### src/rtl/button_conditioner.sv
// Handlebar button front end: 2-flop sync, sampled glitch filter, optional stuck release.
// Define STUCK_DETECT_EN to build the per-button stuck-hold detector.
module button_conditioner #(
    parameter int SAMPLE_DIV  = 36,
    parameter int FILTER_LEN  = 4,
    parameter int STUCK_TICKS = 10000
) (
    input  logic       HCLK,
    input  logic       HRESETn,
    input  logic       Mode_Raw,
    input  logic       Trip_Raw,
    output logic       Mode,
    output logic       Trip,
    output logic [1:0] Stuck
);

    localparam int PW = $clog2(SAMPLE_DIV);

    // Index 1 = Mode, index 0 = Trip throughout.
    logic [1:0]            sync1_q, sync1_d;
    logic [1:0]            sync2_q, sync2_d;
    logic [PW-1:0]         presc_q, presc_d;
    logic [FILTER_LEN-1:0] shr_q [2];
    logic [FILTER_LEN-1:0] shr_d [2];
    logic [1:0]            filt_q, filt_d;
    logic [1:0]            out_q, out_d;
    logic                  tick;

    // Synchroniser, prescaler and per-button sample filter.
    always_comb begin
        sync1_d = {Mode_Raw, Trip_Raw};
        sync2_d = sync1_q;
        tick    = (presc_q == PW'(SAMPLE_DIV - 1));
        presc_d = tick ? '0 : presc_q + PW'(1);
        filt_d  = filt_q;
        for (int b = 0; b < 2; b++) begin
            shr_d[b] = shr_q[b];
            if (tick) begin
                shr_d[b] = {shr_q[b][FILTER_LEN-2:0], sync2_q[b]};
                if (&shr_d[b]) begin
                    filt_d[b] = 1'b1;
                end else if (~|shr_d[b]) begin
                    filt_d[b] = 1'b0;
                end
            end
        end
    end

`ifdef STUCK_DETECT_EN
    localparam int CW = $clog2(STUCK_TICKS + 1);
    localparam logic [CW-1:0] CMAX = CW'(STUCK_TICKS);

    typedef enum logic [1:0] {
        IDLE,
        HELD,
        STUCK
    } st_t;

    st_t           st_q  [2];
    st_t           st_d  [2];
    logic [CW-1:0] ctr_q [2];
    logic [CW-1:0] ctr_d [2];

    // Stuck detector: count ticks while pressed, force release at the limit.
    always_comb begin
        out_d = filt_d;
        for (int b = 0; b < 2; b++) begin
            st_d[b]  = st_q[b];
            ctr_d[b] = ctr_q[b];
            unique case (st_q[b])
                IDLE: begin
                    if (!filt_d[b]) begin
                        st_d[b]  = HELD;
                        ctr_d[b] = '0;
                    end
                end
                HELD: begin
                    if (filt_d[b]) begin
                        st_d[b] = IDLE;
                    end else if (tick) begin
                        if (ctr_q[b] != CMAX) begin
                            ctr_d[b] = ctr_q[b] + CW'(1);
                        end
                        if (ctr_d[b] == CMAX) begin
                            st_d[b] = STUCK;
                        end
                    end
                end
                STUCK: begin
                    ctr_d[b] = CMAX;
                    if (filt_d[b]) begin
                        st_d[b] = IDLE;
                    end
                end
                default: begin
                    st_d[b] = IDLE;
                end
            endcase
            if (st_d[b] == STUCK) begin
                out_d[b] = 1'b1;
            end
        end
    end

    // Stuck detector state registers.
    always_ff @(posedge HCLK or negedge HRESETn) begin
        if (!HRESETn) begin
            for (int b = 0; b < 2; b++) begin
                st_q[b]  <= IDLE;
                ctr_q[b] <= '0;
            end
        end else begin
            for (int b = 0; b < 2; b++) begin
                st_q[b]  <= st_d[b];
                ctr_q[b] <= ctr_d[b];
            end
        end
    end

    assign Stuck = {st_q[1] == STUCK, st_q[0] == STUCK};
`else
    // Outputs simply follow the filter.
    always_comb begin
        out_d = filt_d;
    end

    assign Stuck = 2'b00;
`endif

    // Datapath registers; everything idles released (high).
    always_ff @(posedge HCLK or negedge HRESETn) begin
        if (!HRESETn) begin
            sync1_q <= 2'b11;
            sync2_q <= 2'b11;
            presc_q <= '0;
            filt_q  <= 2'b11;
            out_q   <= 2'b11;
            for (int b = 0; b < 2; b++) begin
                shr_q[b] <= '1;
            end
        end else begin
            sync1_q <= sync1_d;
            sync2_q <= sync2_d;
            presc_q <= presc_d;
            filt_q  <= filt_d;
            out_q   <= out_d;
            for (int b = 0; b < 2; b++) begin
                shr_q[b] <= shr_d[b];
            end
        end
    end

    assign Mode = out_q[1];
    assign Trip = out_q[0];

endmodule

### config.mk
export PLATFORM = sky130hd
export DESIGN_NAME = button_conditioner
export DESIGN_NICKNAME = d
export VERILOG_FILES = /design/src/rtl/button_conditioner.sv
export SDC_FILE = /design/constraint.sdc
export NUM_CORES = 1
export LEC_CHECK = 0
export ABC_CLOCK_PERIOD_IN_PS = 2770
export CAP_MARGIN = 20
export CORE_MARGIN = 4
export CORE_UTILIZATION = 55
export DETAILED_ROUTE_END_ITERATION = 12
export GPL_TIMING_DRIVEN = 1
export PLACE_DENSITY_LB_ADDON = 0.2
export SYNTH_ARGS = -nofsm -noshare
export SYNTH_HDL_FRONTEND = slang
export SYNTH_SLANG_ARGS = --single-unit
### constraint.sdc
create_clock -name HCLK -period 2.77 [get_ports HCLK]
set_input_delay 0.4155 -clock HCLK [delete_from_list [all_inputs] [get_ports HCLK]]
set_output_delay 0.4155 -clock HCLK [all_outputs]
set_load 0.03 [all_outputs]
Word level (Yosys, flattened, before mapping). Index checks and enable logic that the tools add are counted.

Register bits after elaboration: 18. Logic and storage cells: 22. Output and inout bits: 4.

Add/sub/neg operators: 1. Mux-type cells: 5. Reduce and logical (&&, ||, !) cells: 6. Equal/unequal tests: 3.

Operator list (number): 4-bit AND reduction (2); 4-bit OR reduction (2); 6-bit by 1-bit adder with 6-bit output, second input constant (1); 6-bit equality test, second input constant (1); 6-bit two-way mux (1); 1-bit two-way mux (4); 2-bit inequality test, second input constant (2); 2-bit AND reduction (2).

Longest topological paths before layout. Gate-level depths: netlist of the first run.

Depth after elaboration: 3. Depth in mapped cells: 5. Gate-level depth less buffers: 4.

Least setup slack after synthesis of the first run. OpenSTA, ideal clock, no wires.

Kind: reg2reg. Start point: register presc_q[0]. End point: register shr_q[0] (netlist name). Setup slack: 1.318 ns. Stages on the path, launching flop included: 6. Arrival time: 1.369 ns. Path through: dfrtp_1 -> ha_1 -> nor3b_4 -> and2_4 -> buf_12 -> mux2_4.

Cells in the longest elaborated chain, start to end: 1.

RTL lines: start, declared (RTL line 22) `logic [PW-1:0] presc_q, presc_d;`; start signal, assigned (RTL line 144) `presc_q <= presc_d;`; 6-bit equality test (RTL line 33) `tick = (presc_q == PW'(SAMPLE_DIV - 1));`; end signal, assigned by index (RTL line 148) `shr_q[b] <= shr_d[b];`; end, declared (RTL line 23) `logic [FILTER_LEN-1:0] shr_q [2];`.

No other way between the ends. A chain may end at the register's enable or synchronous reset.

Final worst setup path of the first run.
Start point: register out_q[1]. End point: output port Mode.

RTL lines: start, declared (RTL line 26) `logic [1:0] out_q, out_d;`; start signal, assigned (RTL line 146) `out_q <= out_d;`; end, declared (RTL line 12) `output logic Mode,`.

No word-level cell between the ends.

==> results of run 1 <==
## layout by cell type, fill, tap and decap left out, drive strengths merged
| master | netlist | final |
|---|---|---|
| a211oi | 2 | 2 |
| a21oi | 1 | 1 |
| a31oi | 2 | 2 |
| and2 | 2 | 2 |
| and3 | 2 | 2 |
| clkbuf | 0 | 4 |
| clkdlybuf4s50 | 0 | 5 |
| conb | 1 | 2 |
| dfrtp | 6 | 6 |
| dfstp | 12 | 12 |
| ha | 1 | 1 |
| inv | 1 | 1 |
| mux2 | 6 | 6 |
| mux2i | 1 | 1 |
| nand2 | 2 | 2 |
| nand2b | 1 | 1 |
| nand3 | 2 | 2 |
| nand4 | 1 | 1 |
| nor2 | 4 | 4 |
| nor2b | 1 | 1 |
| nor3b | 1 | 1 |
| nor4 | 2 | 2 |
| xnor2 | 3 | 3 |
## flip-flops by register name (all words and copies together), names as in the netlist
name     count
out_q        2
presc_q      6
sync2_q      2
sync1_q      2
shr_q        6
## power groups by stage
stage | logic (mW) | clock network (mW) | registers, mW
finish | 0.0165 | 0.134 | 0.274
global placement | 0.0166 | 0 | 0.279
detailed placement | 0.0169 | 0 | 0.279
global route | 0.0184 | 0.151 | 0.275
CTS | 0.0171 | 0.138 | 0.274
floorplan | 0.00962 | 0 | 0.278
## layer usage
metal	share of wire, %	global-route usage, %	up-vias
met5	0	0	-
met4	1.1	6.82	0
met3	5.1	5.14	2
met2	45	20.3	7
met1	49	18.2	212
li1	-	-	211
## cell families after synthesis
group | share of synthesized area [%]
AOI/OAI and AO/OA | 4.16
xor gates and xnor gates | 3.36
adders and majority gates | 1.60
buffers and inverters | 4.96
DFF | 59.5
muxes | 11.8
other | 0.480
and+or+nand+nor | 14.1
## how the worst min path moves through the flow
stage                       to  cells after the start  slack [ns]
finish              sync2_q[0]                      0        0.36
global placement    sync2_q[0]                      0        0.35
floorplan           presc_q[0]                      0        0.12
detailed placement  sync2_q[0]                      0        0.35
CTS                 sync2_q[0]                      0        0.36
global route        sync2_q[0]                      0        0.37
## final cells by class
| class | instances | area [µm²] | share of cell area, % |
|---|---|---|---|
| inverter | 1 | 3.75 | 0.444 |
| timing repair buffer | 5 | 50.0 | 5.92 |
| sequential | 18 | 465 | 55.0 |
| tap | 15 | 18.8 | 2.22 |
| clock buffer | 4 | 26.3 | 3.11 |
| multi-input combinational | 36 | 282 | 33.3 |
## metrics by stage
step           hold WS, ns  std cells  utilization, %  power (mW)  area (µm²)
2_1_floorplan        0.120         58               -       0.287         786
4_1_cts              0.363         79            64.2       0.429         846
5_1_grt              0.370         79            64.2       0.445         846
6_report             0.361         79            64.2       0.425         846
3_3_place_gp         0.347         75            62.2       0.295         820
3_5_place_dp         0.349         75            62.2       0.296         820
==> out/qor.csv, run 1 <==
metric,value,unit
cts_setup_buffers,0,
grt_pass1_wl,2010,µm
slowest_delay,0.66,ns
powerDensity,503,mW/mm²
clkPwrFrac,31.6,%
nFillCells,105,
min-delay-start,sync1_q[0],
yosysWarnings,0,
initial_utilization,59.4,%
synthesis.area,782,µm²
leakage,0.353,nW
drt-pass1-iter-count,4,
cts_tree,yes,
synth.most_common_cell,dfstp_2,
crit_path_end_kind,output pin,
antenna_found_initial,0,
ys_seq_area_share,59.5,%
drive_gt1_share,35.9,%
place_hpwl,777,µm
cts_root_buf,clkbuf_4,
swShare,21.5,%
setup_slack,0.845,ns
synth_area_leaders,"dfstp_2 (40%), dfrtp_1 (19%), mux2_4 (7.7%)",
htree_levels,1,
postCtsResizedCells,0,
dr_total_vias,432,
tns,0,ns
drc,0,
hp-class,flop to flop,
grt-ovfl-total,0,
num_io_pins,8,
gp_congestion,0.739,
fmax,520,MHz
async_flop_share,100,%
nets,70,
ir_drop,0.389,mV
slowest_stage,clkdlybuf4s50_1,
cap_violations,0,
hold_viol,0,
worstSetupPathType,flop to output pin,
setup_viol,0,
status,finished clean,
worst_slew_pin_slew,0.751,ns
power_frac_comb,3.9,%
path_cells,clkdlybuf4s50_1,
ys.flop_type,dfstp_2,
slew_viol_final,0,
p_int,0.334,mW
n_antenna_cell,0,
yosys-top-cells-count,"dfstp_2 (12), dfrtp_1 (6), mux2_4 (4), nor2_1 (4), xnor2_1 (3)",
synth-seq-cells,18,
start_kind,flop,
cts_buffers,3,
endpoint,Mode,
critPathTopFamily,buffers and inverters,
port_buffers,5,
drtIter0Drc,3,
finalWirelength,1140,µm
cp-startpoint,out_q[1],
cp.depth,1,
track_usage,13.9,%
die_w,45.7,µm
crit_required,2.35,ns
yosysUniqueCellTypes,25,
ff2ff_path_depth,4,
synth_edf_count,0,
syn2layout_area_growth,8.16,%
grt_max_degree,19,
cts_buffer_depth,2,
crit_path_max_fanout,3,
clkLatencyLatePin,0.29,ns
synth_top_area_cell,dfstp_2,
syn_avg_cell_area,13.7,µm²
place_ws,1.17,ns
r2r_end,shr_q[6],
synth_cells,57,
critPathBufInv,1,
slew_headroom,49.7,%
fin_crit,1.92,ns
vias_per_cell,5.47,
period_share,69.5,%
hold_buffers,0,
die_h,45.7,µm
switching_power,0.0912,mW
die-area,0.00209,mm²
cp.arrival,1.51,ns
core,0.00132,mm²
rr_startpoint,presc_q[0],
routedWlPerCell,14.4,µm
rsz0062_at_grt,false,
yosysTopAreaCellShare,40.3,%
p_seq_share,64.6,%
fin_skew,0.00775,ns
num_rows,13,
ant_nets,0,
clk_pin_slew,0.10,ns
grt_pass1_vias,427,
cts_sinks,18,
r2r_setup_slack,1.19,ns
(Power assumes the default switching activity.)
==> run 2: changes to the inputs <==
--- a/config.mk
+++ b/config.mk
@@ -5,10 +5,10 @@
 export SDC_FILE = /design/constraint.sdc
 export NUM_CORES = 1
 export LEC_CHECK = 0
-export ABC_CLOCK_PERIOD_IN_PS = 2770
+export ABC_CLOCK_PERIOD_IN_PS = 1620
 export CAP_MARGIN = 20
 export CORE_MARGIN = 4
-export CORE_UTILIZATION = 55
+export CORE_UTILIZATION = 47
 export DETAILED_ROUTE_END_ITERATION = 12
 export GPL_TIMING_DRIVEN = 1
 export PLACE_DENSITY_LB_ADDON = 0.2
==> constraint.sdc (replaced) <==
create_clock -name HCLK -period 1.62 [get_ports HCLK]
set_input_delay 0.243 -clock HCLK [delete_from_list [all_inputs] [get_ports HCLK]]
set_output_delay 0.243 -clock HCLK [all_outputs]
set_load 0.03 [all_outputs]
==> run 2 against run 1 <==
Effect of this change:
- flip-flop and latch count unchanged
- clock skew decreased by 0.0029 ns
- global-route usage shrank 3.4 points
- sequential share of layout area decreased by 1.0 points
- critical endpoint is now shr_q[2]
- largest power group unchanged
- highest routed layer unchanged
==> out/qor.csv, run 2 (synthesis gave the netlist of run 1 again) <==
metric,value,unit,change
finalWirelength,1090,µm,was 1140 µm
drt-pass1-iter-count,4,,unchanged
place_area,828,µm²,was 820 µm²
antenna_found_initial,0,,unchanged
drive_gt1_share,38.5,%,was 35.9%
port_buffers,5,,unchanged
final_area,862,µm²,was 846 µm²
tns,0,ns,unchanged
initial_utilization,50.7,%,was 59.4%
place_ws,0.126,ns,was 1.17 ns
clk_pin_slew,0.10,ns,about the same
die-area,0.00238,mm²,was 0.00209 mm²
die_w,48.8,µm,was 45.7 µm
crit_required,1.85,ns,was 2.35 ns
leakage,0.373,nW,was 0.353 nW
path_cells,ha_1 -> nor3b_4 -> and2_4 -> mux2_4,,was clkdlybuf4s50_1
fin_skew,0.00487,ns,was 0.00775 ns
period_share,92.4,%,
die_h,48.8,µm,was 45.7 µm
core,0.00154,mm²,was 0.00132 mm²
hold_buffers,0,,unchanged
grt_max_degree,19,,unchanged
nets,71,,was 70
powerDensity,887,mW/mm²,was 503 mW/mm²
grt_pass1_vias,417,,was 427
multi_input_comb_area,282,µm²,unchanged
setup_viol,0,,unchanged
fin_crit,1.50,ns,
cts_tree,yes,,unchanged
grt_pass1_wl,1880,µm,was 2010 µm
ant_nets,0,,unchanged
setup_slack,0.124,ns,was 0.845 ns
total_power,0.764,mW,was 0.425 mW
track_usage,10.5,%,was 13.9%
vias_per_cell,5.23,,was 5.47
place_hpwl,784,µm,was 777 µm
slowest_stage,dfrtp_1,,was clkdlybuf4s50_1
gp_congestion,0.794,,was 0.739
largestRegisters,"presc_q (6), shr_q (6)",,unchanged
finalNonFillerCells,81,,was 79
register_area,465,µm²,unchanged
cts_buffer_depth,2,,unchanged
ir_drop,0.665,mV,was 0.389 mV
slowest_delay,0.39,ns,was 0.66 ns
cts_buffers,3,,unchanged
start_kind,flop,,unchanged
layout_commonest_cell,dfstp_2,,unchanged
rsz0062_at_grt,false,,unchanged
crit_path_end_kind,flop,,was output pin
cts_root_buf,clkbuf_4,,unchanged
nFillCells,137,,was 105
num_io_pins,8,,unchanged
cp.arrival,1.72,ns,was 1.51 ns
worstSetupPathType,flop to flop,,was flop to output pin
num_rows,14,,was 13
n_antenna_cell,0,,unchanged
cap_violations,0,,unchanged
clkLatencyLatePin,0.29,ns,about the same
crit_path_max_fanout,8,,was 3
grt-ovfl-total,0,,unchanged
hp-class,input pin to async pin,,was flop to flop
routedWlPerCell,13.4,µm,was 14.4 µm
drtIter0Drc,13,,was 3
hold_viol,0,,unchanged
dr_total_vias,424,,was 432
cts_sinks,18,,unchanged
dp.cells,77,,was 75
fmax,668,MHz,
layout_common_cells,"dfstp_2 (12), dfrtp_1 (6), nor2_1 (4), mux2_4 (4)",,"was dfstp_2 (12), dfrtp_1 (6), clkdlybuf4s50_1 (5)"
htree_levels,1,,unchanged
syn2layout_area_growth,10.2,%,was 8.16%
slew_viol_final,0,,unchanged
status,finished clean,,unchanged
drc,0,,unchanged
==> run 2: power by group <==
part,total (mW),switching [mW],internal (mW)
sequential,0.469,0.00519,0.464
combinational,0.0296,0.0165,0.0130
clock,0.266,0.129,0.137
==> run 2: cell type report <==
cell class                 count  share of cell area (%)
clock buffer                   4                    4.21
inverter                       1                   0.435
multi-input combinational     36                    32.7
sequential                    18                    54.0
tap                           16                    2.32
timing repair buffer           6                    6.39
==> run 2: metal layers <==
layer | part of all wire (%) | up-vias | global-route usage [%]
li1 | - | 210 | -
met1 | 48 | 203 | 13.4
met2 | 44 | 9 | 14.8
met3 | 6.7 | 2 | 6.73
met4 | 1.6 | 0 | 2.69
met5 | 0 | - | 0
==> run 2: final timing paths <==
kind	startpoint	endpoint	slack [ns]	cells after the start
max	presc_q[0]	shr_q[2]	0.12	4
min	HRESETn	presc_q[4]	0.27	2
max reg2reg	presc_q[0]	shr_q[2]	0.12	4
min reg2reg	sync1_q[0]	sync2_q[0]	0.36	0
max in group asynchronous	HRESETn	shr_q[5]	1.10	2
min in group HCLK	Trip_Raw	sync1_q[0]	0.35	1
==> run 2: timing repair <==
action                                  CTS  global route
buffers inserted                          0             0
endpoints found under the hold margin     0             0
endpoints found under the setup margin    2             0
gates resized for setup                   2             0
==> run 2: critical path, delay by kind of cell, from the launching register on <==
family | cells | cell delay [ns]
adders and majority gates | 1 | 0.22
DFF | 1 | 0.39
muxes | 1 | 0.31
and+or+nand+nor | 2 | 0.52
==> run 2: through the flow <==
| step | utilization [%] | hold WS (ns) |
|---|---|---|
| finish | 55.9 | 0.267 |
| global route | 55.9 | 0.282 |
| CTS | 55.9 | 0.271 |
| detailed placement | 53.7 | 0.349 |
| global placement | 53.7 | 0.345 |
| floorplan | - | -0.0526 |
